--- config.mk ---
export PLATFORM = sky130hd
export DESIGN_NAME = writeback_unit
export DESIGN_NICKNAME = d
export VERILOG_FILES = /design/src/rtl/writeback_unit.sv
export SDC_FILE = /design/constraint.sdc
export NUM_CORES = 1
export LEC_CHECK = 0
export CELL_PAD_IN_SITES_DETAIL_PLACEMENT = 1
export CELL_PAD_IN_SITES_GLOBAL_PLACEMENT = 1
export CORE_ASPECT_RATIO = 2
export CORE_MARGIN = 4
export CORE_UTILIZATION = 45
export CTS_BUF_LIST = sky130_fd_sc_hd__clkbuf_16
export CTS_CLUSTER_DIAMETER = 120
export DETAILED_ROUTE_END_ITERATION = 10
export PLACE_DENSITY_LB_ADDON = 0.1
export SKIP_LAST_GASP = 1
export SYNTH_ARGS = -nofsm -noshare
export SYNTH_HDL_FRONTEND = slang
export SYNTH_SLANG_ARGS = --single-unit
--- constraint.sdc ---
create_clock -name clk -period 5 [get_ports clk]
set_input_delay 0.5 -clock clk [delete_from_list [all_inputs] [get_ports clk]]
set_output_delay 0.5 -clock clk [all_outputs]
set_load 0.02 [all_outputs]
--- src/rtl/writeback_unit.sv ---
// Writeback arbiter: merges ALU results and load returns into one register-file
// write port, buffering colliding load returns and tracking outstanding loads.
module writeback_unit #(
  parameter int XLEN     = 32,
  parameter int LQ_DEPTH = 2
) (
  input  logic            clk,
  input  logic            resetn,
  input  logic            issue_valid,
  input  logic [4:0]      issue_rd,
  input  logic            issue_is_load,
  output logic            issue_ready,
  input  logic [4:0]      rs1,
  input  logic [4:0]      rs2,
  output logic            stall,
  input  logic            alu_valid,
  input  logic [4:0]      alu_rd,
  input  logic [XLEN-1:0] alu_data,
  input  logic            mem_valid,
  input  logic [4:0]      mem_rd,
  input  logic [XLEN-1:0] mem_data,
  output logic            mem_ready,
  output logic            rf_en,
  output logic [4:0]      rf_rd,
  output logic [XLEN-1:0] rf_data,
  output logic            overflow_err
);

  localparam int PTR_W = (LQ_DEPTH > 1) ? $clog2(LQ_DEPTH) : 1;
  localparam int CNT_W = PTR_W + 1;
  localparam logic [CNT_W-1:0] DEPTH_C = CNT_W'(LQ_DEPTH);

  logic [XLEN-1:0]  lq_data_q [LQ_DEPTH];
  logic [4:0]       lq_rd_q   [LQ_DEPTH];
  logic [PTR_W-1:0] head_q, head_d, tail_q, tail_d;
  logic [CNT_W-1:0] cnt_q, cnt_d;
  logic [31:0]      busy_q, busy_d;
  logic             rf_en_q, rf_en_d, rf_load_q, rf_load_d, ovf_q, ovf_d;
  logic [4:0]       rf_rd_q, rf_rd_d;
  logic [XLEN-1:0]  rf_data_q, rf_data_d;

  logic             lq_empty_s, lq_full_s, mem_acc_s, enq_s, deq_s, issue_acc_s;
  logic             sel_valid_s, sel_load_s;
  logic [4:0]       sel_rd_s;
  logic [XLEN-1:0]  sel_data_s;
  logic [31:0]      set_mask_s, clr_mask_s;

  assign lq_empty_s   = (cnt_q == {CNT_W{1'b0}});
  assign lq_full_s    = (cnt_q == DEPTH_C);
  assign mem_ready    = ~lq_full_s;
  assign mem_acc_s    = mem_valid & ~lq_full_s;
  assign issue_ready  = ~((issue_rd != 5'd0) & busy_q[issue_rd]);
  assign stall        = ((rs1 != 5'd0) & busy_q[rs1]) | ((rs2 != 5'd0) & busy_q[rs2]);
  assign issue_acc_s  = issue_valid & issue_ready & issue_is_load & (issue_rd != 5'd0);

  // Source priority: ALU, then buffered load, then same-cycle load bypass.
  always_comb begin
    sel_valid_s = 1'b0;
    sel_load_s  = 1'b0;
    sel_rd_s    = 5'd0;
    sel_data_s  = {XLEN{1'b0}};
    enq_s       = 1'b0;
    deq_s       = 1'b0;
    if (alu_valid) begin
      sel_valid_s = 1'b1;
      sel_rd_s    = alu_rd;
      sel_data_s  = alu_data;
      enq_s       = mem_acc_s;
    end else if (!lq_empty_s) begin
      sel_valid_s = 1'b1;
      sel_load_s  = 1'b1;
      sel_rd_s    = lq_rd_q[head_q];
      sel_data_s  = lq_data_q[head_q];
      deq_s       = 1'b1;
      enq_s       = mem_acc_s;
    end else if (mem_acc_s) begin
      sel_valid_s = 1'b1;
      sel_load_s  = 1'b1;
      sel_rd_s    = mem_rd;
      sel_data_s  = mem_data;
    end else begin
      sel_valid_s = 1'b0;
    end
  end

  // Queue pointer/occupancy next state; pointers wrap naturally at a power-of-2 depth.
  always_comb begin
    head_d = deq_s ? head_q + PTR_W'(1) : head_q;
    tail_d = enq_s ? tail_q + PTR_W'(1) : tail_q;
    case ({enq_s, deq_s})
      2'b10:   cnt_d = cnt_q + CNT_W'(1);
      2'b01:   cnt_d = cnt_q - CNT_W'(1);
      default: cnt_d = cnt_q;
    endcase
  end

  // Scoreboard and write-port next state. A load clears its busy bit only once
  // its registered write is on the port; a same-edge set takes precedence.
  always_comb begin
    set_mask_s = issue_acc_s ? (32'd1 << issue_rd) : 32'd0;
    clr_mask_s = (rf_en_q & rf_load_q) ? (32'd1 << rf_rd_q) : 32'd0;
    busy_d     = ((busy_q & ~clr_mask_s) | set_mask_s) & 32'hFFFF_FFFE;
    rf_en_d    = sel_valid_s & (sel_rd_s != 5'd0);
    rf_load_d  = sel_valid_s & sel_load_s;
    rf_rd_d    = sel_valid_s ? sel_rd_s : rf_rd_q;
    rf_data_d  = sel_valid_s ? sel_data_s : rf_data_q;
    ovf_d      = ovf_q | (mem_valid & lq_full_s);
  end

  // Control state with asynchronous reset.
  always_ff @(posedge clk or negedge resetn) begin
    if (!resetn) begin
      head_q    <= {PTR_W{1'b0}};
      tail_q    <= {PTR_W{1'b0}};
      cnt_q     <= {CNT_W{1'b0}};
      busy_q    <= 32'd0;
      rf_en_q   <= 1'b0;
      rf_load_q <= 1'b0;
      rf_rd_q   <= 5'd0;
      rf_data_q <= {XLEN{1'b0}};
      ovf_q     <= 1'b0;
    end else begin
      head_q    <= head_d;
      tail_q    <= tail_d;
      cnt_q     <= cnt_d;
      busy_q    <= busy_d;
      rf_en_q   <= rf_en_d;
      rf_load_q <= rf_load_d;
      rf_rd_q   <= rf_rd_d;
      rf_data_q <= rf_data_d;
      ovf_q     <= ovf_d;
    end
  end

  // Queue payload storage; validity is tracked by the pointers alone.
  always_ff @(posedge clk) begin
    if (enq_s) begin
      lq_data_q[tail_q] <= mem_data;
      lq_rd_q[tail_q]   <= mem_rd;
    end else begin
      lq_data_q[tail_q] <= lq_data_q[tail_q];
      lq_rd_q[tail_q]   <= lq_rd_q[tail_q];
    end
  end

  assign rf_en        = rf_en_q;
  assign rf_rd        = rf_rd_q;
  assign rf_data      = rf_data_q;
  assign overflow_err = ovf_q;

endmodule

After elaboration in Yosys (flattened, before gate mapping). Memories as Yosys holds them, arrays and structs flattened. Index checks and enable logic that the tools add are counted.

$add $sub $neg: 4. Order comparisons: 3. Equal/unequal tests: 4. Shift-type cells: 2. Mux-type cells: 28. Bitwise operators: 20. Reductions and logical operators: 7.

Operator list (number): $mux 32 (6); $shl 1x5->32 const A (2); $and 32x32->32 (1); $not 32->32 (1); $or 32x32->32 (1); $mux 5 (4); $reduce_bool 5->1 (4); $lt 5x6->1 const B (3); $bmux 1 s5 (3); $mux 1 (14); $and 1x1->1 (11); $eq 2x2->1 const B (2); $or 1x1->1 (4); $pmux 2 s2 (1); $add 1x1->1 const B (2); $add 2x1->2 const B (1); $eq 2x1->1 const B (1); $logic_not 2->1 (1); $not 1->1 (2); $reduce_and 2->1 (1); $reduce_bool 2->1 (1); $sub 2x1->2 const B (1); $ne 0x0->1 (1).

Register bits: 75. Bits in writable memories: 74. Input port bits: 95. Output and inout port bits: 42. Word-level logic and storage cells: 79. Memories kept: 2.

Memory list: lq_data_q (depth 2, bits a word 32, rd ports 1, clocked after memory_dff 0, write ports 1, line 33) `logic [XLEN-1:0] lq_data_q [LQ_DEPTH];`; lq_rd_q (depth 2, bits a word 5, rd ports 1, clocked after memory_dff 0, write ports 1, line 34) `logic [4:0] lq_rd_q [LQ_DEPTH];`.

Depth between registers and ports, before layout. Gate-level depths: netlist of the first run.

Depth after elaboration: 9. Gate-level depth with buffers: 9. Depth with buffers taken out: 6.

Least setup slack after synthesis of the first run. OpenSTA, ideal clock, no wires.

Kind: flip-flop to flip-flop. Start: register cnt_q[0]. End: memory lq_data_q[0][0], enable pin. Library setup time: 0.431 ns. Arrival: 2.393 ns. Required time: 4.569 ns. Setup slack: 2.176 ns. Cell stages (with the launch flop): 4. Buffers on the path: 1. Period minus slack after synthesis: 2.824 ns. Cell sequence: dfrtp_1 -> clkbuf_1 -> o21ai_0 -> nor2_1.

Cells in the longest elaborated chain, start to end: 8. Elaborated cells between the ends (all ways): 11. Those cells by class: eq/ne (1); mux (5); bitwise (3); reduce/logical (2).

RTL lines: start, declared (line 36) `logic [CNT_W-1:0] cnt_q, cnt_d;`; start signal, assigned (line 115) `cnt_q <= {CNT_W{1'b0}};`; start signal, assigned (line 125) `cnt_q <= cnt_d;`; $eq 2x2->1 (line 49) `assign lq_full_s = (cnt_q == DEPTH_C);`; $not 1->1 (line 51) `assign mem_acc_s = mem_valid & ~lq_full_s;`; $and 1x1->1 (line 51); $mux 1 (line 69) `end else if (!lq_empty_s) begin`; $mux 1 (*) (line 64) `if (alu_valid) begin`; $mux 1, on equally long branches (line 137, 141); $mux 1 (not written as such) / $reduce_and 2->1 (equally long branches); $or 1x1->1 (no line) (*); end, declared (line 33).

Every way passes the cells marked *; elsewhere a longest branch is shown, timed or not.

Worst setup path in the final report of the first run.
Start: input issue_rd[1]. End: output issue_ready.

Cells in the longest elaborated chain, start to end: 4. Elaborated cells between the ends (all ways): 5. Those cells by class: mux (2); bitwise (2); reduce/logical (1).

RTL lines: start, declared (line 10) `input logic [4:0] issue_rd,`; $bmux 1 s5 (line 52) `assign issue_ready = ~((issue_rd != 5'd0) & busy_q[issue_rd]);`; $mux 1 (not written as such) (line 52); $and 1x1->1 (*) (line 52); $not 1->1 (*) (line 52); end, declared (line 12) `output logic issue_ready,`.

Every way passes the cells marked *; elsewhere a longest branch is shown, timed or not. The select of a mux whose other input is x is not followed.

==> flow_summary.yaml, run 1 <==
place:
  port-buffer-count: 136
  dp_cells: 863
  place_congestion: 0.936
  dp_hpwl_um: 16100
synth:
  yosysWarnings: 0
  synth_area_leaders: "edfxtp_1 (32%), dfrtp_1 (27%), mux2i_1 (8.5%)"
  synth_top_cell_by_area: "edfxtp_1"
  synth_flop_cell: "dfrtp_1"
  ys_seq_area_frac: 0.592
  synth_edf_count: 74
  syn_avg_cell_area_um2: 12.2
  yosysUniqueCellTypes: 44
  synth-seq-cells: 149
  ys_async_sr_fraction: 0.503
  synth_nets: 662
  yosysTopAreaCellShare: 0.321
  synth_cells: 566
  synth_area_mm2: 0.00692
floorplanning:
  io_pins: 137
  initial_utilization: 0.462
  die_y_um: 183
  core_area_mm2: 0.0150
  std_cell_rows: 63
  die_area_mm2: 0.0176
  die_x_um: 95.7
clocking:
  clockBufferDepth: 2
  holdBufCountCts: 0
  clk_latency_ns: 0.43
  clk_pin_slew_ns: 0.06
  cts.sinks: 149
  cts_resized: 0
  post_cts_buffers: 0
  htreeDepth: 4
  cts_tree: "built"
  cts_inserted_buffers: 17
  clockRootBuffer: "clkbuf_16"
routing:
  wl_met1_um: 7230
  drtPass1Iterations: 4
  wl_met2_um: 12800
  drt-total-wl_um: 22600
  wl_per_cell_um: 25.2
  highest_layer: "met4"
  drtIter0Drc: 224
  drcViolationCount: 0
  wl_met3_um: 1030
  vias_per_cell: 5.93
  ant_nets: 0
  num_vias: 5323
global_routing:
  grt_max_degree: 76
  grt_pass1_wl_um: 34500
  grt_pass1_vias: 6051
  grt_usage: 0.270
  grt_antenna_before_repair: 1
  grt.overflow.total: 0
critical_path:
  critPathArrivalTime_ns: 3.62
  reg2regPathDepth: 5
  critPathLaunchType: "input port"
  path_cells: "clkdlybuf4s50_1 > mux2i_1 > mux4_2 > mux4_2 > clkdlybuf4s50_1"
  worst-path-buf-inv: 2
  endpoint_kind: "output pin"
  cp.required_ns: 4.50
  path_depth: 5
  worstSetupPathType: "input port to output pin"
  slowest_stage: "clkdlybuf4s50_1"
  crit_family: "buffers and inverters"
  cpPeakStageDelay_ns: 1.18
  crit_fanout: 21
timing:
  setup_viol: 0
  min_period_ns: 4.12
  slew-limit-headroom: 0.198
  fin_crit_sh: 0.825
  fin_hold_ws_ns: 0.239
  hold_viol_final: 0
  slew_viol_final: 0
  rsz0062_at_grt: "no"
  setup_tns_ns: 0
  skew_ns: 0.00850
  worst_pin_slew_ns: 1.20
  fmax_mhz: 242
finish:
  final-instance-count-excl-fill: 897
  area_growth_pct: 30.3
  drive_gt1_frac: 0.0986
  final_nets: 783
  fillers: 1518
min_path:
  hold_path.class: "input port to asynchronous set/reset pin"
pwr:
  p_total_mw: 5.12
  powerDensity_mw_per_mm2: 567
  peakVddDrop_v: 0.000308
  p_leak_nw: 3.43
outcome:
  status: "finished clean"
flow_run:
  cap_violations: 0
[layer usage]
metal	vias to the layer above	global-route usage
met3	65	0.0594
met5	-	0
met1	2696	0.253
met4	0	0.185
met2	186	0.498
li1	2376	-
[layout make-up]
cell class,count,area (µm²),area share
diodes,2,5.00,0.000555
clock buffers,17,425,0.0472
clock inverters,15,189,0.0210
inverters,7,26.3,0.00291
multi-input cells,374,2660,0.295
flip-flops and latches,149,4100,0.455
well taps,195,244,0.0271
repair buffers,138,1370,0.152
[cell families after synthesis]
logic type,after synthesis,synth area share
flip-flops,149,0.592
AO/OA/AOI/OAI,145,0.129
AND/OR/NAND/NOR,141,0.0909
multiplexers,82,0.152
buffers and inverters,43,0.0280
XOR/XNOR,5,0.00633
adder cells (fa/ha/maj),1,0.00181
[state kept, by name, summed over array words and instances, names as in the netlist]
name and flops:
busy_q 31, cnt_q 2, head_q 1, lq_data_q 64, lq_rd_q 10, overflow_err 1
rf_data 32, rf_en 1, rf_load_q 1, rf_rd 5, tail_q 1
[final timing paths]
path	startpoint	end	slack (ns)
worst min register to register	overflow_err$_DFF_PN0_	overflow_err$_DFF_PN0_	0.49
worst min-delay path	resetn	rf_data[15]$_DFFE_PN0P_	0.24
worst max register to register	cnt_q[0]$_DFFE_PN0P_	rf_en$_DFF_PN0_	2.39
min in group clk	overflow_err$_DFF_PN0_	overflow_err$_DFF_PN0_	0.49
worst max-delay path	issue_rd[1]	issue_ready	0.88
max in group asynchronous	resetn	head_q$_DFFE_PN0P_	4.05
[through the flow]
| step | util | cell area (µm²) | setup slack, ns |
|---|---|---|---|
| 2_1_floorplan | - | 6920 | 2.18 |
| 3_3_place_gp | 0.561 | 8400 | 1.02 |
| 3_5_place_dp | 0.561 | 8400 | 0.910 |
| 4_1_cts | 0.602 | 9010 | 0.897 |
| 5_1_grt | 0.602 | 9020 | 0.807 |
| 6_report | 0.602 | 9020 | 0.876 |
[power by group]
group / total, mW / internal [mW] / leakage (nW) / switching (mW)
combinational: 1.69 / 0.786 / 1.57 / 0.907
sequential: 2.09 / 1.70 / 1.55 / 0.382
clock: 1.34 / 0.831 / 0.313 / 0.506
total: 5.12 / 3.32 / 3.43 / 1.80
[placed cells by master (no fill, tap or decap), types with 3 or more instances in the layout]
master / Yosys / layout
a21oi_1: 34 / 34
a221oi_1: 34 / 34
buf_4: 0 / 3
bufinv_16: 0 / 4
clkbuf_16: 0 / 17
clkdlybuf4s50_1: 0 / 134
clkinv_4: 0 / 3
dfrtp_1: 75 / 74
edfxtp_1: 74 / 74
inv_1: 7 / 10
mux2_2: 5 / 5
mux2i_1: 59 / 59
mux4_2: 18 / 18
nand2_1: 28 / 27
nand2_2: 3 / 4
nand3_1: 4 / 4
nand3b_1: 4 / 4
nor2_1: 77 / 75
nor2b_1: 7 / 7
nor3_1: 3 / 3
o211ai_1: 3 / 3
o21ai_0: 48 / 48
o21ai_1: 15 / 15
xnor2_1: 4 / 4
[synthesized netlist by cell type (4+ instances only)]
library cell / n
nor2_1: 77
dfrtp_1: 75
edfxtp_1: 74
mux2i_1: 59
o21ai_0: 48
a21oi_1: 34
a221oi_1: 34
nand2_1: 28
clkbuf_1: 25
mux4_2: 18
o21ai_1: 15
inv_1: 7
nor2b_1: 7
buf_1: 5
mux2_2: 5
buf_6: 4
nand3_1: 4
nand3b_1: 4
xnor2_1: 4
Note: power is estimated with default switching activity, not from simulation.
==> inputs of run 2 (changes only) <==
--- a/config.mk
+++ b/config.mk
@@ -9,7 +9,7 @@
 export CELL_PAD_IN_SITES_GLOBAL_PLACEMENT = 1
 export CORE_ASPECT_RATIO = 2
 export CORE_MARGIN = 4
-export CORE_UTILIZATION = 45
+export CORE_UTILIZATION = 37
 export CTS_BUF_LIST = sky130_fd_sc_hd__clkbuf_16
 export CTS_CLUSTER_DIAMETER = 120
 export DETAILED_ROUTE_END_ITERATION = 10
==> constraint.sdc (replaced) <==
create_clock -name clk -period 3.65 [get_ports clk]
set_input_delay 0.365 -clock clk [delete_from_list [all_inputs] [get_ports clk]]
set_output_delay 0.365 -clock clk [all_outputs]
set_load 0.02 [all_outputs]
==> run 2 against run 1 <==
Net effect:
- clock-buffer cell count did not move
- flip-flop and latch count did not move
- die area rose by 20%
- highest routed layer unchanged
- clock power rose by 20%
- critical endpoint is now stall
- critical path depth rose by 2
- combinational power rose by 36%
- worst setup slack got worse by 0.56 ns
- via count fell by 1.2%
==> flow_summary.yaml, run 2 (same netlist as run 1, synthesis figures left out) <==
outcome:
  status: "finished clean"
place:
  dp_hpwl_um: 17800
  place_congestion: 0.941
  placed_cell_area_mm2: 0.00851
  port-buffer-count: 136
critical_path:
  critPathLaunchType: "input port"
  cpPeakStageDelay_ns: 0.81
  worst-path-buf-inv: 2
  path_cells: "clkdlybuf4s50_1 > mux4_2 > mux2i_1 > mux2i_1 > a32oi_1 > o211ai_1 > clkdlybuf4s50_1"
  endpoint_kind: "output pin"
  cp.required_ns: 3.28
  critPathArrivalTime_ns: 2.97
  worstSetupPathType: "input port to output pin"
  crit_family: "buffers and inverters"
  crit_fanout: 10
  slowest_stage: "clkdlybuf4s50_1"
clocking:
  clk_latency_ns: 0.42
  clockRootBuffer: "clkbuf_16"
  post_cts_buffers: 0
  clk_pin_slew_ns: 0.06
  cts.sinks: 149
  clockBufferDepth: 2
  holdBufCountCts: 0
  htreeDepth: 4
  cts_inserted_buffers: 17
  cts_tree: "built"
  cts_resized: 0
pwr:
  peakVddDrop_v: 0.000460
  powerDensity_mw_per_mm2: 756
  p_total_mw: 6.85
  p_leak_nw: 3.42
routing:
  ant_nets: 0
  drcViolationCount: 0
  drt-total-wl_um: 23000
  drtPass1Iterations: 4
  wl_per_cell_um: 25.0
  drtIter0Drc: 170
  vias_per_cell: 5.70
  num_vias: 5261
finish:
  final_nets: 790
  area_growth_pct: 30.9
  multi_input_area_mm2: 0.00266
  postLayoutCellArea_mm2: 0.00906
  top_register: "lq_data_q"
  largest_reg_flops: 64
  layout_common_cells: "clkdlybuf4s50_1 (134), nor2_1 (75), dfrtp_1 (74), edfxtp_1 (74), mux2i_1 (59)"
  finish.utilization: 0.495
  drive_gt1_frac: 0.108
  fillers: 1912
  seqCellArea_mm2: 0.00410
  final_common_cell: "clkdlybuf4s50_1"
timing:
  rsz0062_at_grt: "no"
  setup_tns_ns: 0
  min_period_ns: 3.33
  hold_viol_final: 0
  slew-limit-headroom: 0.309
  fin_crit_sh: 0.913
  setup_viol: 0
  slew_viol_final: 0
  fin_hold_ws_ns: 0.105
  fmax_mhz: 300
  skew_ns: 0.00819
  worst_pin_slew_ns: 1.04
global_routing:
  grt_antenna_before_repair: 1
  grt_usage: 0.225
  grt_pass1_wl_um: 35200
  grt_pass1_vias: 5925
  grt.overflow.total: 0
  grt_max_degree: 76
flow_run:
  cap_violations: 0
floorplanning:
  io_pins: 137
  die_x_um: 105
  die_y_um: 201
  std_cell_rows: 70
  initial_utilization: 0.378
  core_area_mm2: 0.0183
  die_area_mm2: 0.0211
min_path:
  hold_path.class: "input port to asynchronous set/reset pin"
==> run 2: cell types whose count changed in the layout (fill, tap and decap cells not counted) <==
cell	delta
buf_12	+3
buf_4	+4
bufinv_16	-3
clkinv_1	-1
clkinv_2	-1
clkinv_4	-3
clkinvlp_4	+7
diode_2	-1
==> run 2: power by group <==
part / leakage (nW) / internal, mW / switching, mW
clock: 0.254 / 0.926 / 0.686
sequential: 1.55 / 2.33 / 0.607
combinational: 1.61 / 1.11 / 1.20
==> run 2: layer usage <==
layer	vias to the layer above	part of all wire	wire length (µm)	track usage
met1	2608	0.30	6880	0.192
li1	2384	-	-	-
met2	191	0.58	13400	0.435
met4	0	0.079	1820	0.168
met3	78	0.040	928	0.0507
met5	-	0	0	0
==> run 2: final cells by class <==
cell class	instances	share of cell area
sequential	149	0.453
multi-input combinational	374	0.294
timing repair buffer	145	0.161
clock buffer	17	0.0470
tap	216	0.0298
clock inverter	14	0.0128
inverter	7	0.00290
antenna	1	0.000276
==> run 2: path summary, 6_finish.rpt <==
check,start,to,slack [ns],cells past startpoint
max,rs1[0],stall,0.32,7
min,resetn,rf_data[15]$_DFFE_PN0P_,0.11,1
max reg2reg,cnt_q[1]$_DFFE_PN0P_,rf_data[31]$_DFFE_PN0P_,1.41,5
min reg2reg,overflow_err$_DFF_PN0_,overflow_err$_DFF_PN0_,0.49,1
max in group asynchronous,resetn,head_q$_DFFE_PN0P_,2.81,1
min in group clk,alu_valid,rf_rd[3]$_DFFE_PN0P_,0.47,3
==> run 2: metrics by stage <==
step           cells  worst slack [ns]
4_1_cts          922             0.283
2_1_floorplan    566             0.826
3_3_place_gp     891             0.353
6_report         923             0.319
3_5_place_dp     891             0.294
5_1_grt          923             0.145
==> inputs of run 3 (changes only) <==
--- a/config.mk
+++ b/config.mk
@@ -13,6 +13,7 @@
 export CTS_BUF_LIST = sky130_fd_sc_hd__clkbuf_16
 export CTS_CLUSTER_DIAMETER = 120
 export DETAILED_ROUTE_END_ITERATION = 10
+export HOLD_SLACK_MARGIN = 0.05
 export PLACE_DENSITY_LB_ADDON = 0.1
 export SKIP_LAST_GASP = 1
 export SYNTH_ARGS = -nofsm -noshare
==> results of run 3 <==
The final DEF is identical to that of run 2; final timing and power are the same.
